--- src/rtl/acc_bank.sv ---
// acc_bank: bank of NUM_ACC accumulators with ALU ops, serial shifter, read port and status flags
module acc_bank #(
    parameter int WIDTH   = 18,
    parameter int NUM_ACC = 4,
    parameter bit SAT     = 1'b0,
    localparam int SELW   = NUM_ACC > 1 ? $clog2(NUM_ACC) : 1,
    localparam int SHW    = $clog2(WIDTH) + 1
) (
    input  logic             clk,
    input  logic             rst,
    input  logic             op_valid,
    output logic             op_ready,
    input  logic [3:0]       op,
    input  logic [SELW-1:0]  sel,
    input  logic [WIDTH-1:0] din,
    output logic [WIDTH-1:0] dout,
    output logic             dout_valid,
    output logic             err,
    output logic             flag_z,
    output logic             flag_n,
    output logic             flag_c,
    output logic             flag_v
);
    localparam logic [3:0] OP_LOAD = 4'd1, OP_ADD = 4'd2, OP_SUB = 4'd3, OP_AND = 4'd4,
                           OP_OR = 4'd5, OP_XOR = 4'd6, OP_CLR = 4'd7, OP_SHL = 4'd8,
                           OP_SHR = 4'd9, OP_SRA = 4'd10, OP_READ = 4'd11;
    localparam logic [SELW:0]  NACC = (SELW + 1)'(NUM_ACC);
    localparam logic [SHW-1:0] WMAX = SHW'(WIDTH);
    localparam logic [SHW-1:0] ONE  = SHW'(1);
    localparam int M = WIDTH - 1;

    typedef enum logic {IDLE, SHIFT} state_t;

    state_t           state;
    logic [WIDTH-1:0] acc [NUM_ACC];
    logic [SELW-1:0]  tsel, cur_sel;
    logic [3:0]       top, cur_op;
    logic [SHW-1:0]   cnt, n;
    logic [WIDTH:0]   sum, dif;
    logic [WIDTH-1:0] a, res;
    logic             accept, sel_ok, is_shift, upd, long_shift, c, v;

    // During a serial shift the latched target and opcode drive the datapath
    assign accept     = op_valid && op_ready;
    assign cur_sel    = state == SHIFT ? tsel : sel;
    assign cur_op     = state == SHIFT ? top : op;
    assign sel_ok     = {1'b0, cur_sel} < NACC;
    assign a          = sel_ok ? acc[cur_sel] : '0;
    assign n          = din[SHW-1:0] > WMAX ? WMAX : din[SHW-1:0];
    assign is_shift   = cur_op inside {OP_SHL, OP_SHR, OP_SRA};
    assign upd        = cur_op >= OP_LOAD && cur_op <= OP_SRA;
    assign long_shift = is_shift && n > ONE;
    assign sum        = {1'b0, a} + {1'b0, din};
    assign dif        = {1'b0, a} - {1'b0, din};

    // ALU: result, carry/borrow/shift-out and overflow for the op in flight
    always_comb begin
        res = a;
        c   = 1'b0;
        v   = 1'b0;
        case (cur_op)
            OP_LOAD: res = din;
            OP_ADD: begin
                res = sum[M:0];
                c   = sum[WIDTH];
                v   = a[M] == din[M] && sum[M] != a[M];
            end
            OP_SUB: begin
                res = dif[M:0];
                c   = dif[WIDTH];
                v   = a[M] != din[M] && dif[M] != a[M];
            end
            OP_AND: res = a & din;
            OP_OR:  res = a | din;
            OP_XOR: res = a ^ din;
            OP_CLR: res = '0;
            OP_SHL: {c, res} = {a, 1'b0};
            OP_SHR: {res, c} = {1'b0, a};
            OP_SRA: {res, c} = {a[M], a};
            default: ;
        endcase
        if (SAT && v) res = a[M] ? {1'b1, {M{1'b0}}} : {1'b0, {M{1'b1}}};
        if (is_shift && state == IDLE && n == '0) begin
            res = a;
            c   = 1'b0;
        end
    end

    // Sequencer: accepts ops, writes the target, runs the serial shift, registers read data and flags
    always_ff @(posedge clk or posedge rst) begin
        if (rst) begin
            state      <= IDLE;
            op_ready   <= 1'b0;
            acc        <= '{default: '0};
            tsel       <= '0;
            top        <= '0;
            cnt        <= '0;
            dout       <= '0;
            dout_valid <= 1'b0;
            err        <= 1'b0;
            {flag_z, flag_n, flag_c, flag_v} <= '0;
        end else begin
            dout_valid <= 1'b0;
            err        <= 1'b0;
            if (state == IDLE) begin
                op_ready <= !(accept && sel_ok && long_shift);
                if (accept && !sel_ok) err <= 1'b1;
                if (accept && sel_ok) begin
                    if (upd) acc[sel] <= res;
                    if (upd && !long_shift) {flag_z, flag_n, flag_c, flag_v} <= {res == '0, res[M], c, v};
                    if (op == OP_READ) begin
                        dout       <= a;
                        dout_valid <= 1'b1;
                    end
                    if (long_shift) begin
                        state <= SHIFT;
                        tsel  <= sel;
                        top   <= op;
                        cnt   <= n - ONE;
                    end
                end
            end else begin
                acc[tsel] <= res;
                cnt       <= cnt - ONE;
                if (cnt == ONE) begin
                    state    <= IDLE;
                    op_ready <= 1'b1;
                    {flag_z, flag_n, flag_c, flag_v} <= {res == '0, res[M], c, v};
                end
            end
        end
    end
endmodule

--- config.mk ---
export PLATFORM = sky130hd
export DESIGN_NAME = acc_bank
export DESIGN_NICKNAME = d
export VERILOG_FILES = /design/src/rtl/acc_bank.sv
export SDC_FILE = /design/constraint.sdc
export NUM_CORES = 1
export LEC_CHECK = 0
export BUFFER_PORTS_ARGS = -buffer_cell sky130_fd_sc_hd__buf_2
export CORE_MARGIN = 3
export CORE_UTILIZATION = 45
export DETAILED_ROUTE_END_ITERATION = 8
export PLACE_DENSITY = 0.61
export SYNTH_ARGS = -nofsm -noshare
export SYNTH_HDL_FRONTEND = slang
export SYNTH_SLANG_ARGS = --single-unit
--- constraint.sdc ---
create_clock -name clk -period 7.6 [get_ports clk]
set_input_delay 0.38 -clock clk [delete_from_list [all_inputs] [get_ports clk]]
set_output_delay 0.38 -clock clk [all_outputs]
set_load 0.02 [all_outputs]
Word-level counts from Yosys, hierarchy flattened. Index checks and enable logic that the tools add are counted.

Bits in registers: 109. Bits of input ports: 27. Output and inout port bits: 25. Word-level logic and storage cells: 126.

Add/sub/neg operators: 4. $lt $le $gt $ge: 9. Equality and inequality tests: 17. Mux-type cells: 48. Bitwise gates (word level): 7. Reductions and logical operators: 26.

Operators with widths (count): $mux 72 (3); $pmux 18 s10 (1); $bwmux 72 (2); $mux 18 (5); $demux 18 s2 (2); $bmux 18 s2 (1); $mux 1 (26); $mux 6 (4); $add 18x18->19 (1); $sub 18x18->19 (1); $and 18x18->18 (1); $logic_not 18->1 (1); $or 18x18->18 (1); $xor 18x18->18 (1); $eq 4x3->1 const B (4); $eq 4x4->1 const B (4); $sub 6x1->6 const B (2); $logic_and 1x1->1 (11); $ge 3x3->1 const B (3); $not 2->3 (3); $reduce_and 3->1 (3); $eq 4x2->1 const B (2); $reduce_bool 2->1 (4); $eq 6x1->1 const B (1); 19 further kinds (24).

Depth between registers and ports, before layout.
Depth in word-level cells: 12. Depth in mapped cells: 16. Mapped depth without buffers: 15.

Worst setup path before layout. Ideal clock, no wire load.

Path type: flip-flop to flip-flop. Start point: reg state. End point: reg flag_z. Library setup time: 0.103 ns. Arrival: 4.427 ns. Data required time: 7.497 ns. Path slack: 3.069 ns. Stages on the path, launching flop included: 15. Buffers on the path: 2. Clock period less this slack: 4.531 ns. Cells stage by stage: dfrtp_1 -> mux2i_2 -> buf_2 -> mux4_2 -> ha_1 -> clkbuf_1 -> or3_1 -> a211oi_1 -> o41ai_1 -> mux2_2 -> o41ai_2 -> o2111ai_1 -> nor4bb_1 -> o2111ai_1 -> o41ai_2.

Cells in the longest elaborated chain, start to end: 12. Elaborated cells between the ends (all ways): 42. Those cells by class: 2 x add/sub; 2 x order compare; 11 x eq/ne; 11 x mux; 5 x bitwise; 11 x reduce/logical.

Ends and longest elaborated chain: from (decl) (RTL line 34) `state_t state;`; from (signal assigned) (RTL line 92) `state <= IDLE;`; from (signal assigned) (RTL line 116) `state <= SHIFT;`; from (signal assigned) (RTL line 126) `state <= IDLE;`; $mux 2 (*) (RTL line 45) `assign cur_sel = state == SHIFT ? tsel : sel;`; $not 2->3 (not written as such) (*) (RTL line 48) `assign a = sel_ok ? acc[cur_sel] : '0;`; $bmux 18 s2 (*) (RTL line 48); $mux 18 (not written as such) (*) (2 in series) (RTL line 48); net a[4] (RTL line 40) `logic [WIDTH-1:0] a, res;`; $sub 18x18->19 (tied with other cells) (RTL line 54) `assign dif = {1'b0, a} - {1'b0, din};`; $pmux 18 s10 (RTL line 61) `case (cur_op)`; $mux 18 (*) (RTL line 83) `if (is_shift && state == IDLE && n == '0) begin`; $logic_not 18->1 (*) (RTL line 110, 128); $mux 1 (RTL line 110) `if (upd && !long_shift) {flag_z, flag_n, flag_c, flag_v} <= {res == '0, res[M], c, v};`; $mux 1 (RTL line 108) `if (accept && sel_ok) begin`; $mux 1 (*) (RTL line 105) `if (state == IDLE) begin`; to (signal assigned) (RTL line 110); to (signal assigned) (RTL line 128) `{flag_z, flag_n, flag_c, flag_v} <= {res == '0, res[M], c, v};`; to (decl) (RTL line 19) `output logic flag_z,`.

Mark *: on every way through the listed nets, which the timed path passes. The rest lies on a longest branch. The select of a mux whose other input is x is not followed. A chain may end at the register's enable or synchronous reset.

Final worst setup path. Ends and elaborated chain as after synthesis.

==> summary.txt <==
Min path
  • Worst hold path class: primary input to asynchronous set/reset pin

Timing
  • Clock skew: around 0.017 ns
  • Setup_tns: 0 ns
  • Slew margin rel.: 19.5%
  • Fin crit share: 78.4%
  • Worst hold slack: about 0.054 ns
  • Tmin final: 5.96 ns
  • Max-slew violation count: 0
  • Fmax: between 0.15 and 0.2 GHz
  • Hold Vio Cnt, Final: 0
  • Final Setup Violations: 0
  • RSZ-0062 raised after global routing: false
  • Slew @ Worst Pin: 1.21 ns

Global routing
  • Antenna violations before repair: 1
  • Tot GR Track Use: 26.2%
  • Vias in the first global route: roughly 7.3k
  • First-pass GRT wire length: around 42,000 um
  • Largest net degree at the start of global routing: 70
  • GRT overflow: 0

Detailed routing
  • Remaining DRCs: 0
  • Drt via density: 6.50
  • Routed WL: 27,500 um
  • Routed Antenna Nets: 0
  • Initial DRC Count: 879
  • Routed vias: between 7k and 8k
  • Pre-antenna DRT Iters: 6
  • Drt wl/cell: 22.9 um

Cells and area
  • Non-Filler Instances: 1,201
  • Most common cell after layout, fill and taps aside: dfrtp_1
  • Share of cells above drive strength 1: 19.2%
  • Fill cell count: about 1.8k
  • # diodes: 0
  • Area grow syn2layout: 9.50%
  • Most frequent cells in the layout: dfrtp_1, nor2_1, nand2_1
  • Layout Nets: approximately 1.1k

Floorplanning
  • I/O pins: 52
  • Std-Cell Rows: 50
  • Die X: 145 um
  • Die Y: 145 um
  • Die area: 0.0209 sq mm
  • Initial core utilization: 46.1%
  • Core area: 0.0188 sq mm

Logic synthesis
  • Number of synthesized flops with an enable pin: 0
  • Yosys reg bits: 109
  • Yosys top cell by area: dfrtp_1
  • Syn Inst Count: 940
  • Asr flop ratio synth: 100%
  • Post-synth cell types: 80
  • Most used DFF post-synth: dfrtp_1
  • Syn_nets: 1,030
  • Mean area per synthesized cell: 9.20 sq um
  • Largest cells by area after synthesis: dfrtp_1, ha_1, mux2_2, mux4_2, nor2_1
  • Synth warnings: 0
  • Post-synth top area share: 31.5%
  • Sequential share of the synthesized area: about a third
  • Synth Cell Area: 0.00865 sq mm

Critical path
  • Setup crit start: state
  • Critical Path Sink Type: register
  • R2R Path End: flag_z
  • Reg2Reg Depth: 13
  • Critical Path AT: between 6 and 7 ns
  • Critical path class: register to register
  • Crit path capture: flag_z
  • Worst Path Required: 7.87 ns
  • Crit start category: register
  • Max FO, Critical Path: 11
  • R2R Path Start: state
  • FF-to-FF setup slack: 1.64 ns

Clock tree
  • Hold Buf Count CTS: 0
  • Reg clk slew, reported paths: ~0.09 ns
  • # resized after CTS: 0
  • Postcts setup bufs: 0
  • Clock latency on the worst-skew pair: 0.37 ns
  • CTS Buf Count: 9
  • Max Root-Sink Buffers: 2
  • Clock tree from TritonCTS: yes
  • Root Driver: clkbuf_16
  • Clock sinks: 109
  • H-Tree Depth: 3

Placement
  • RD Place Congestion: around 0.96
  • Placed cells: 1,185
  • Buffers on Ports: 50
  • HPWL Detailed: 19,600 um

Job
  • Maximum capacitance violations: 0

Status
  • Status: finished, final reports clean
-- cells in the mapped netlist, drive strengths merged (4+ instances only) --
library cell  count
nand2b            8
ha               61
a22oi             8
o21a              8
mux2             66
a41oi             5
nor4             11
nor2b             7
o31ai             7
o22ai            19
o41ai             5
xor2              4
a22o              5
buf              13
nor3             18
o2111ai           5
nand3b            5
clkbuf           44
a211oi           22
o221ai            6
nand3            15
inv              62
or3              10
a32oi             4
a31oi            10
a2bb2oi           7
nand4             6
or2               6
a221oi           10
nor2             73
or4               4
nor3b             5
dfrtp           109
xnor2            15
mux2i            18
a21o              6
mux4             16
a21oi            54
nand2            67
or3b              4
and3              5
a221o             7
and2              4
o21ai            41
-- worst min path at each step --
| stage | from | end | slack [ns] | depth (start not counted) |
|---|---|---|---|---|
| after floorplan | acc[70] | acc[70] | 0.44 | 2 |
| after global placement | dout[2] | dout[2] | 0.46 | 2 |
| after detailed placement | rst | acc[26] | 0.47 | 2 |
| after CTS | rst | dout[14] | 0.08 | 2 |
| after global routing | rst | acc[8] | 0.11 | 2 |
| final | rst | dout[14] | 0.05 | 2 |
-- area by class of cell --
| class | instances | area, sq um | area share, % |
|---|---|---|---|
| Multi-Input combinational cell | 711 | 5490 | 58.0 |
| Sequential cell | 109 | 2730 | 28.8 |
| Timing Repair Buffer | 68 | 385 | 4.07 |
| Tap cell | 234 | 293 | 3.09 |
| Inverter | 63 | 239 | 2.52 |
| Clock buffer | 10 | 229 | 2.42 |
| Clock inverter | 6 | 106 | 1.12 |
-- cells by family (layout without fill, tap and decap cells) --
family	after synthesis	after routing	synth area share (%)
xor gates and xnor gates	19	19	1.92
AOI/OAI and AO/OA	268	268	21.9
adders and majority gates	63	63	9.29
muxes	100	100	14.9
and+or+nand+nor	260	260	15.0
other	1	1	0.0434
DFF	109	109	31.5
buffers and inverters	120	147	5.42
-- per-stage QoR --
stage                     cell area [sq um]  setup WS, ns  util, %
final                                  9470          1.64     50.5
after global routing                   9470          1.37     50.5
after CTS                              9470          1.66     50.5
after detailed placement               9140          1.70     48.7
after global placement                 9140          1.86     48.7
after floorplan                        8650          3.07        -
-- routing by layer --
layer | vias to the layer above | global-route usage, % | wire (um)
li1 | 3557 | - | -
met4 | 2 | 9.57 | 806
met3 | 64 | 3.44 | 2110
met5 | - | 0 | 20
met2 | 410 | 39.3 | 12000
met1 | 3770 | 38.7 | 12600
-- worst max-delay path, cell delays in order, from the launching register on --
cell       delay (ns)
dfrtp_1          0.45
mux2i_2          0.79
buf_4            0.36
mux4_2           0.44
ha_1             0.46
or3_1            0.38
a211oi_1         0.38
o41ai_1          0.14
mux2_2           0.30
o41ai_2          0.92
o2111ai_1        0.21
nor4bb_1         0.49
o2111ai_1        0.20
o41ai_2          0.33
-- state kept, by name (all words and copies together), names as in the netlist --
name,flops
op_ready,1
dout_valid,1
state,1
flag_c,1
flag_z,1
cnt,6
tsel,2
acc,72
dout,18
flag_v,1
top,4
flag_n,1
Power is left out: the tool's default activity adds up to more than one toggle a clock period on the data nets, which glitch-free logic cannot reach.
